--- config.mk ---
export PLATFORM = sky130hd
export DESIGN_NAME = lsu_riscv_flat
export DESIGN_NICKNAME = d
export VERILOG_FILES = /design/src/rtl/lsu_riscv_if.sv /design/src/rtl/lsu_riscv.sv /design/src/flat_wrapper.sv
export SDC_FILE = /design/constraint.sdc
export NUM_CORES = 1
export LEC_CHECK = 0
export BUFFER_PORTS_ARGS = -buffer_cell sky130_fd_sc_hd__buf_4
export CAP_MARGIN = 0
export CORE_ASPECT_RATIO = 0.7
export CORE_MARGIN = 1
export CORE_UTILIZATION = 40
export DETAILED_ROUTE_END_ITERATION = 8
export PLACE_DENSITY_LB_ADDON = 0.12
export SYNTH_ARGS = -nofsm -noshare
export SYNTH_HDL_FRONTEND = slang
export SYNTH_SLANG_ARGS = --single-unit
--- constraint.sdc ---
create_clock -name clk_i -period 1.8 [get_ports clk_i]
set_input_delay 0.09 -clock clk_i [delete_from_list [all_inputs] [get_ports clk_i]]
set_output_delay 0.09 -clock clk_i [all_outputs]
set_load 0.01 [all_outputs]
--- src/rtl/lsu_riscv_if.sv ---
// ============================================================================
// Module      : lsu_riscv_if
// Description : Core-request and data-memory bundle for the load/store unit.
// Revision    : 1.0 - initial release
// ============================================================================
`default_nettype none

interface lsu_riscv_if;
    logic        lsu_req_i;
    logic        lsu_we_i;
    logic [2:0]  lsu_size_i;
    logic [31:0] lsu_addr_i;
    logic [31:0] lsu_data_i;
    logic [31:0] lsu_data_o;
    logic        lsu_stall_req_o;
    logic        lsu_err_o;
    logic        data_req_o;
    logic        data_we_o;
    logic [3:0]  data_be_o;
    logic [31:0] data_addr_o;
    logic [31:0] data_wdata_o;
    logic [31:0] data_rdata_i;
    logic        data_ack_i;

    // The LSU is the slave of the core request and the owner of the memory port.
    modport slave (
        input  lsu_req_i, lsu_we_i, lsu_size_i, lsu_addr_i, lsu_data_i,
        output lsu_data_o, lsu_stall_req_o, lsu_err_o,
        output data_req_o, data_we_o, data_be_o, data_addr_o, data_wdata_o,
        input  data_rdata_i, data_ack_i
    );

    modport master (
        output lsu_req_i, lsu_we_i, lsu_size_i, lsu_addr_i, lsu_data_i,
        input  lsu_data_o, lsu_stall_req_o, lsu_err_o,
        input  data_req_o, data_we_o, data_be_o, data_addr_o, data_wdata_o,
        output data_rdata_i, data_ack_i
    );
endinterface

`default_nettype wire

--- src/rtl/lsu_riscv.sv ---
// ============================================================================
// Module      : lsu_riscv
// Description : RISC-V load/store unit: byte-enable memory port, load extension.
// Revision    : 1.0 - initial release
// ============================================================================
`default_nettype none

module lsu_riscv (
    input  wire logic  clk_i,
    input  wire logic  rst_i,
    lsu_riscv_if.slave bus
);

    typedef enum logic [1:0] {
        S_IDLE = 2'd0,
        S_BUSY = 2'd1,
        S_DONE = 2'd2
    } state_t;

    state_t      r_state;
    logic        r_we;
    logic [2:0]  r_size;
    logic [1:0]  r_off;
    logic [31:0] r_addr;
    logic [3:0]  r_be;
    logic [31:0] r_wdata;
    logic        r_err;
    logic [31:0] r_load;

    logic        w_legal;
    logic [3:0]  w_be;
    logic [31:0] w_wdata;
    logic [7:0]  w_byte;
    logic [15:0] w_half;
    logic [31:0] w_load;

    always_comb begin
        w_legal = 1'b0;
        w_be    = 4'b0000;
        w_wdata = bus.lsu_data_i;
        case (bus.lsu_size_i)
            3'd0, 3'd4: begin
                w_legal = 1'b1;
                w_be    = 4'b0001 << bus.lsu_addr_i[1:0];
                w_wdata = {4{bus.lsu_data_i[7:0]}};
            end
            3'd1, 3'd5: begin
                w_legal = ~bus.lsu_addr_i[0];
                w_be    = 4'b0011 << bus.lsu_addr_i[1:0];
                w_wdata = {2{bus.lsu_data_i[15:0]}};
            end
            3'd2: begin
                w_legal = (bus.lsu_addr_i[1:0] == 2'b00);
                w_be    = 4'b1111;
            end
            default: w_legal = 1'b0;
        endcase
    end

    // Extraction uses the offset latched at request time, not the live address.
    always_comb begin
        w_byte = bus.data_rdata_i[{r_off, 3'b000} +: 8];
        w_half = r_off[1] ? bus.data_rdata_i[31:16] : bus.data_rdata_i[15:0];
        case (r_size[1:0])
            2'd0:    w_load = {{24{~r_size[2] & w_byte[7]}}, w_byte};
            2'd1:    w_load = {{16{~r_size[2] & w_half[15]}}, w_half};
            default: w_load = bus.data_rdata_i;
        endcase
    end

    always_ff @(posedge clk_i) begin
        if (rst_i) begin
            r_state <= S_IDLE;
            r_we    <= 1'b0;
            r_size  <= 3'd0;
            r_off   <= 2'd0;
            r_addr  <= 32'd0;
            r_be    <= 4'd0;
            r_wdata <= 32'd0;
            r_err   <= 1'b0;
            r_load  <= 32'd0;
        end else begin
            case (r_state)
                S_IDLE: begin
                    if (bus.lsu_req_i) begin
                        r_we    <= bus.lsu_we_i;
                        r_size  <= bus.lsu_size_i;
                        r_off   <= bus.lsu_addr_i[1:0];
                        r_addr  <= {bus.lsu_addr_i[31:2], 2'b00};
                        r_be    <= w_be;
                        r_wdata <= w_wdata;
                        r_err   <= ~w_legal;
                        r_state <= w_legal ? S_BUSY : S_DONE;
                    end
                end
                S_BUSY: begin
                    if (bus.data_ack_i) begin
                        if (!r_we) begin
                            r_load <= w_load;
                        end
                        r_state <= S_DONE;
                    end
                end
                // A request still held high here is the one just serviced.
                S_DONE:  r_state <= S_IDLE;
                default: r_state <= S_IDLE;
            endcase
        end
    end

    logic w_busy;
    assign w_busy = (r_state == S_BUSY);

    assign bus.data_req_o      = w_busy;
    assign bus.data_we_o       = w_busy & r_we;
    assign bus.data_be_o       = w_busy ? r_be    : 4'd0;
    assign bus.data_addr_o     = w_busy ? r_addr  : 32'd0;
    assign bus.data_wdata_o    = w_busy ? r_wdata : 32'd0;
    assign bus.lsu_stall_req_o = (bus.lsu_req_i & (r_state == S_IDLE)) | w_busy;
    assign bus.lsu_err_o       = (r_state == S_DONE) & r_err;
    assign bus.lsu_data_o      = r_load;

endmodule

`default_nettype wire

--- src/flat_wrapper.sv ---
// flat-port wrapper written by rule: the top's interface ports become plain ports
module lsu_riscv_flat 
  (clk_i, rst_i, bus_lsu_req_i, bus_lsu_we_i, bus_lsu_size_i, bus_lsu_addr_i, bus_lsu_data_i, bus_lsu_data_o, bus_lsu_stall_req_o, bus_lsu_err_o, bus_data_req_o, bus_data_we_o, bus_data_be_o, bus_data_addr_o, bus_data_wdata_o, bus_data_rdata_i, bus_data_ack_i);
  lsu_riscv_if bus_i ();
  input  wire logic clk_i;
  input  wire logic rst_i;
  input wire logic [$bits(bus_i.lsu_req_i)-1:0] bus_lsu_req_i;
  input wire logic [$bits(bus_i.lsu_we_i)-1:0] bus_lsu_we_i;
  input wire logic [$bits(bus_i.lsu_size_i)-1:0] bus_lsu_size_i;
  input wire logic [$bits(bus_i.lsu_addr_i)-1:0] bus_lsu_addr_i;
  input wire logic [$bits(bus_i.lsu_data_i)-1:0] bus_lsu_data_i;
  output wire logic [$bits(bus_i.lsu_data_o)-1:0] bus_lsu_data_o;
  output wire logic [$bits(bus_i.lsu_stall_req_o)-1:0] bus_lsu_stall_req_o;
  output wire logic [$bits(bus_i.lsu_err_o)-1:0] bus_lsu_err_o;
  output wire logic [$bits(bus_i.data_req_o)-1:0] bus_data_req_o;
  output wire logic [$bits(bus_i.data_we_o)-1:0] bus_data_we_o;
  output wire logic [$bits(bus_i.data_be_o)-1:0] bus_data_be_o;
  output wire logic [$bits(bus_i.data_addr_o)-1:0] bus_data_addr_o;
  output wire logic [$bits(bus_i.data_wdata_o)-1:0] bus_data_wdata_o;
  input wire logic [$bits(bus_i.data_rdata_i)-1:0] bus_data_rdata_i;
  input wire logic [$bits(bus_i.data_ack_i)-1:0] bus_data_ack_i;
  assign bus_i.lsu_req_i = bus_lsu_req_i;
  assign bus_i.lsu_we_i = bus_lsu_we_i;
  assign bus_i.lsu_size_i = bus_lsu_size_i;
  assign bus_i.lsu_addr_i = bus_lsu_addr_i;
  assign bus_i.lsu_data_i = bus_lsu_data_i;
  assign bus_lsu_data_o = bus_i.lsu_data_o;
  assign bus_lsu_stall_req_o = bus_i.lsu_stall_req_o;
  assign bus_lsu_err_o = bus_i.lsu_err_o;
  assign bus_data_req_o = bus_i.data_req_o;
  assign bus_data_we_o = bus_i.data_we_o;
  assign bus_data_be_o = bus_i.data_be_o;
  assign bus_data_addr_o = bus_i.data_addr_o;
  assign bus_data_wdata_o = bus_i.data_wdata_o;
  assign bus_i.data_rdata_i = bus_data_rdata_i;
  assign bus_i.data_ack_i = bus_data_ack_i;
  lsu_riscv u_core (.clk_i(clk_i), .rst_i(rst_i), .bus(bus_i));
endmodule
-- Yosys cells after proc, flatten, opt, wreduce, memory -nomap -nowiden
Cells that the tools add are included.
W data, S select, Z words.
- equal/unequal tests: 9
- shift operators: 3
- muxes and demuxes: 12
- bitwise operators: 10
- reductions and logical operators: 9
- operators with widths (kind ; number):
    $pmux W32 S2 ; 2
    $mux W32 ; 2
    $shiftx A32 B6 Y8 ; 1
    $mux W16 ; 1
    $pmux W4 S3 ; 1
    $eq A3 B3 Y1 const B ; 2
    $logic_not A2 Y1 ; 3
    $mux W2 ; 3
    $and A1 B1 Y1 ; 5
    $eq A2 B1 Y1 const B ; 2
    $mux W4 ; 1
    $ne A2 B2 Y1 const B ; 2
    $not A1 Y1 ; 4
    $pmux W2 S2 ; 1
    $reduce_and A2 Y1 ; 2
    $reduce_or A2 Y1 ; 2
    $shl A1 B2 Y4 const A ; 1
    $shl A2 B2 Y4 const A ; 1
    $eq A3 B1 Y1 const B ; 1
    $eq A3 B2 Y1 const B ; 1
    $logic_not A3 Y1 ; 1
    $pmux W1 S3 ; 1
    $reduce_and A3 Y1 ; 1
    $eq A2 B2 Y1 const B ; 1
    $or A1 B1 Y1 ; 1
- flip-flop bits (word level): 107
- bits of input ports: 104
- output and inout port bits: 104

-- Depth between registers and ports, before layout
- depth after elaboration: 6
- mapped depth: 6
- depth with buffers taken out: 5

-- Worst setup path before layout
Ideal clock, no wire load.
- path kind: reg2reg
- from: register u_core.r_off[1]
- to: register u_core.r_load[19] (netlist: u_core.bus.lsu_data_o[19])
- data arrival time: 1466 ps
- required time: 1666 ps
- slack: 200 ps
- cell stages (with the launch flop): 7
- buffers on the path: 2
- period minus slack after synthesis: 1600 ps
- cells stage by stage: dfxtp_1 > buf_6 > mux2_4 > mux2_4 > a21oi_4 > buf_6 > a211oi_1
- longest elaborated chain between the ends: 3
- elaborated cells on any way between the ends: 5
- those cells by class: shift (1); mux (2); bitwise (2)
- RTL lines (what ; RTL line ; RTL):
    start: declaration ; lsu_riscv.sv:23 ; logic [1:0] r_off;
    start signal: assignment ; lsu_riscv.sv:88 ; r_off <= bus.lsu_addr_i[1:0];
    $shiftx A32 B6 Y8 / $mux W16 (equally long branches) ; lsu_riscv.sv:62, lsu_riscv.sv:63 ;
    $and A1 B1 Y1 (on tied branches) ; lsu_riscv.sv:65, lsu_riscv.sv:66 ;
    $pmux W32 S2 * ; lsu_riscv.sv:64 ; case (r_size[1:0])
    end signal: assignment ; lsu_riscv.sv:99 ; r_load <= w_load;
    end: declaration ; lsu_riscv.sv:28 ; logic [31:0] r_load;
Mark *: on every way between the ends. The rest lies on a longest branch, timed or not.
A chain may end at the register's enable or synchronous reset.

-- Worst setup path in the final report
- from: register u_core.r_state[1]
- to: output port bus_lsu_stall_req_o
- longest elaborated chain between the ends: 3
- elaborated cells on any way between the ends: 4
- those cells by class: eq/ne (1); bitwise (2); reduce/logical (1)
- RTL lines (what ; RTL line ; RTL):
    start: declaration ; lsu_riscv.sv:20 ; state_t r_state;
    start signal: assignment ; lsu_riscv.sv:93 ; r_state <= w_legal ? S_BUSY : S_DONE;
    $logic_not A2 Y1 ; lsu_riscv.sv:119 ; assign bus.lsu_stall_req_o = (bus.lsu_req_i & (r_state == S_IDLE)) | w_busy;
    $and A1 B1 Y1 ; lsu_riscv.sv:119 ;
    $or A1 B1 Y1 * ; lsu_riscv.sv:119 ;
    end: declaration ; flat_wrapper.sv:13 ; output wire logic [$bits(bus_i.lsu_stall_req_o)-1:0] bus_lsu_stall_req_o;
Marks and branches as above.

==> flow_summary.json <==
{
  "status": "complete, no violations",
  "hpwlAfterDp_um": 11300,
  "min_path_type": "primary input to flop",
  "timing.setup.tns_ps": 0,
  "area_growth_pct": 45.5,
  "worstSkewPairLatency_ps": 340,
  "gp_congestion": 0.903,
  "finalWirelength_um": 16000,
  "io_pins": 208,
  "chipHeight_um": 96.5,
  "die_w_um": 137,
  "synth_cells": 649,
  "io_buffers": 205,
  "worst_pin_slew_ps": 543,
  "cp.required_ps": 1710,
  "grt_setup_unrepaired": "yes",
  "start_kind": "flop",
  "slowest_stage": "or3b_2",
  "hold_viol": 0,
  "fmax_ghz": 0.574,
  "antennaDiodeCount": 0,
  "grt_overflow": 0,
  "yosys_register_bits": 107,
  "clk_path_buf_depth": 2,
  "synth_cell_types": 40,
  "vias_per_cell": 5.07,
  "cap_violations": 0,
  "fp-row-count": 34,
  "multi_input_area_mm2": 0.00271,
  "ant_nets": 0,
  "placed_cells": 977,
  "path_cells": "or3b_2 > buf_12 > nand2_1 > buf_4",
  "netlist_area_mm2": 0.00510,
  "nets": 959,
  "vdd_drop_max_mv": 0.618,
  "timing.final.max_slew_violations": 0,
  "pre_cts_ws_ps": 75.6,
  "p_leak_nw": 3.20,
  "clock-sinks": 107,
  "grt_max_degree": 63,
  "cts_tree": "built",
  "grt_antenna_before_repair": 0,
  "setup_viol": 0,
  "dr.pass1.iters": 4,
  "grt_pass1_vias": 4743,
  "drt-wirelength-per-cell_um": 15.6,
  "fill_cells": 1139,
  "critPathKind": "flop to primary output",
  "cts_buffers": 9,
  "grt_use_total_pct": 23.7,
  "dieArea_mm2": 0.0132,
  "crit_fanout": 42,
  "core_region_area_mm2": 0.0124,
  "clk_pin_slew_ps": 70,
  "num_vias": 5182,
  "path_delay_family": "simple AND/OR/NAND/NOR gates",
  "fin_ws_ps": 57.1,
  "ys_seq_area_share_pct": 42.0,
  "final_util_pct": 59.8,
  "end_kind": "primary output",
  "regArea_mm2": 0.00214,
  "grt_pass1_wl_um": 24500,
  "r2r_slack_ps": 70,
  "cp.arrival_ps": 1650,
  "powerDensity_mw_per_mm2": 783,
  "slew_headroom_pct": 63.7,
  "slowest_delay_ps": 540,
  "drt_iter0_markers": 266,
  "min_period_over_period_pct": 96.8,
  "start_util_pct": 41.1,
  "skew_ps": 11.4,
  "drive_gt1_share_pct": 29.2,
  "ys_warn_count": 0,
  "htree_num_levels": 3,
  "total_power_mw": 5.81,
  "cts_root_buf": "clkbuf_16",
  "crit_buf_inv": 2,
  "avgSynthCellArea_um2": 7.86,
  "post-route-drc-count": 0,
  "fin_cells": 1022,
  "post-route-min-period_ps": 1740
}
[cells in the final DEF (no fill, tap or decap), types with 6 or more instances in the layout]
cell type and n:
a211oi_1 34, a21oi_1 57, a221oi_1 7, a311oi_1 9
and2_1 67, buf_12 6, buf_4 216, clkbuf_16 9
dfxtp_1 107, dlygate4sd3_1 28, mux2i_1 30, nand2_1 150
nand2b_1 7, nor2_1 57, nor3_1 9, o21ai_0 24
o32ai_1 7
[layout make-up]
type | count | share of cell area [%]
inverter | 3 | 0.152
tap | 162 | 2.73
multi-input combinational | 483 | 36.5
sequential | 107 | 28.9
clock inverter | 4 | 0.758
clock buffer | 12 | 3.59
timing repair buffer | 251 | 27.4
[cells by family (layout without fill, tap and decap cells)]
logic type      after synthesis  after routing  synth area share [%]
flops                       107            107                  42.0
mux                          34             34                  7.13
buf+inv                      60            270                  5.20
simple gates                300            300                  26.8
other cells                   1              2                0.0735
compound gates              147            147                  18.8
[tightest hold or removal path: cells and delay by family]
kind | cells | cell delay (ps)
buffers and inverters | 1 | 110
AOI/OAI and AO/OA | 1 | 50
and+or+nand+nor | 1 | 50
[report_power, final]
part           internal, mW  switching [mW]  leakage (nW)
clock                  1.20           0.881         0.159
combinational         0.533           0.575          2.16
sequential             2.53          0.0912         0.877
[cells in the mapped netlist, drive strengths merged]
cell | count | share of area [%]
nand2 | 150 | 11
dfxtp | 107 | 42
o32ai | 7 | 1.2
and3b | 1 | 0.17
buf | 19 | 2.2
nor2 | 57 | 4.2
mux4 | 1 | 0.44
a211oi | 35 | 5.4
or3 | 1 | 0.12
a32o | 1 | 0.20
nor3 | 9 | 0.88
mux2i | 30 | 5.9
inv | 3 | 0.22
o22a | 1 | 0.17
o21a | 1 | 0.15
nor3b | 2 | 0.39
or3b | 2 | 0.34
mux2 | 3 | 0.81
nor2b | 2 | 0.25
and2 | 67 | 8.2
clkbuf | 38 | 2.8
a21oi | 58 | 5.9
conb | 1 | 0.073
o21ai | 24 | 2.4
nand3b | 1 | 0.22
a22o | 1 | 0.17
nand2b | 8 | 1.0
a311oi | 9 | 1.5
o31ai | 1 | 0.15
a41oi | 1 | 0.17
o31a | 1 | 0.17
a221oi | 7 | 1.2
[registers in the layout, indices dropped and copies added, names as in the netlist]
name                   count
u_core.r_we                1
u_core.r_addr             30
u_core.bus.lsu_data_o     32
u_core.r_off               2
u_core.r_be                4
u_core.r_wdata            32
u_core.r_size              3
u_core.r_state             2
u_core.r_err               1
[final timing paths]
kind         cells after the start                                     end                            from
min reg2reg                      2          u_core.r_addr[28]$_SDFFE_PP0P_  u_core.r_addr[28]$_SDFFE_PP0P_
max                              4                     bus_lsu_stall_req_o  u_core.r_state[1]$_SDFFE_PP0P_
max reg2reg                      6  u_core.bus.lsu_data_o[12]$_SDFFE_PP0P_  u_core.r_state[1]$_SDFFE_PP0P_
min                              3           u_core.r_addr[5]$_SDFFE_PP0P_               bus_lsu_addr_i[5]
[stage by stage]
step                instance area, µm²  hold WS (ps)
global placement                  6800           338
floorplan                         5110           226
global route                      7420         0.564
finish                            7420          14.9
CTS                               7410          6.05
detailed placement                6800           345
[per-layer routing]
metal  GRT usage [%]  wire length, µm  up-vias
li1                -                -     2611
met2            36.2             7170      155
met3            6.31             1090        9
met5               0                0        -
met4            3.57               95        0
met1            33.9             7630     2407
[timing repair]
action / 4_1_cts / 5_1_grt
pin swaps: 0 / 1
buffers inserted: 0 / 1
setup endpoints to repair: 7 / 41
hold buffers: 28 / 0
resized for setup: 3 / 1
endpoints found under the hold margin: 28 / 0
No activity file was read; power rests on OpenSTA's default activity.
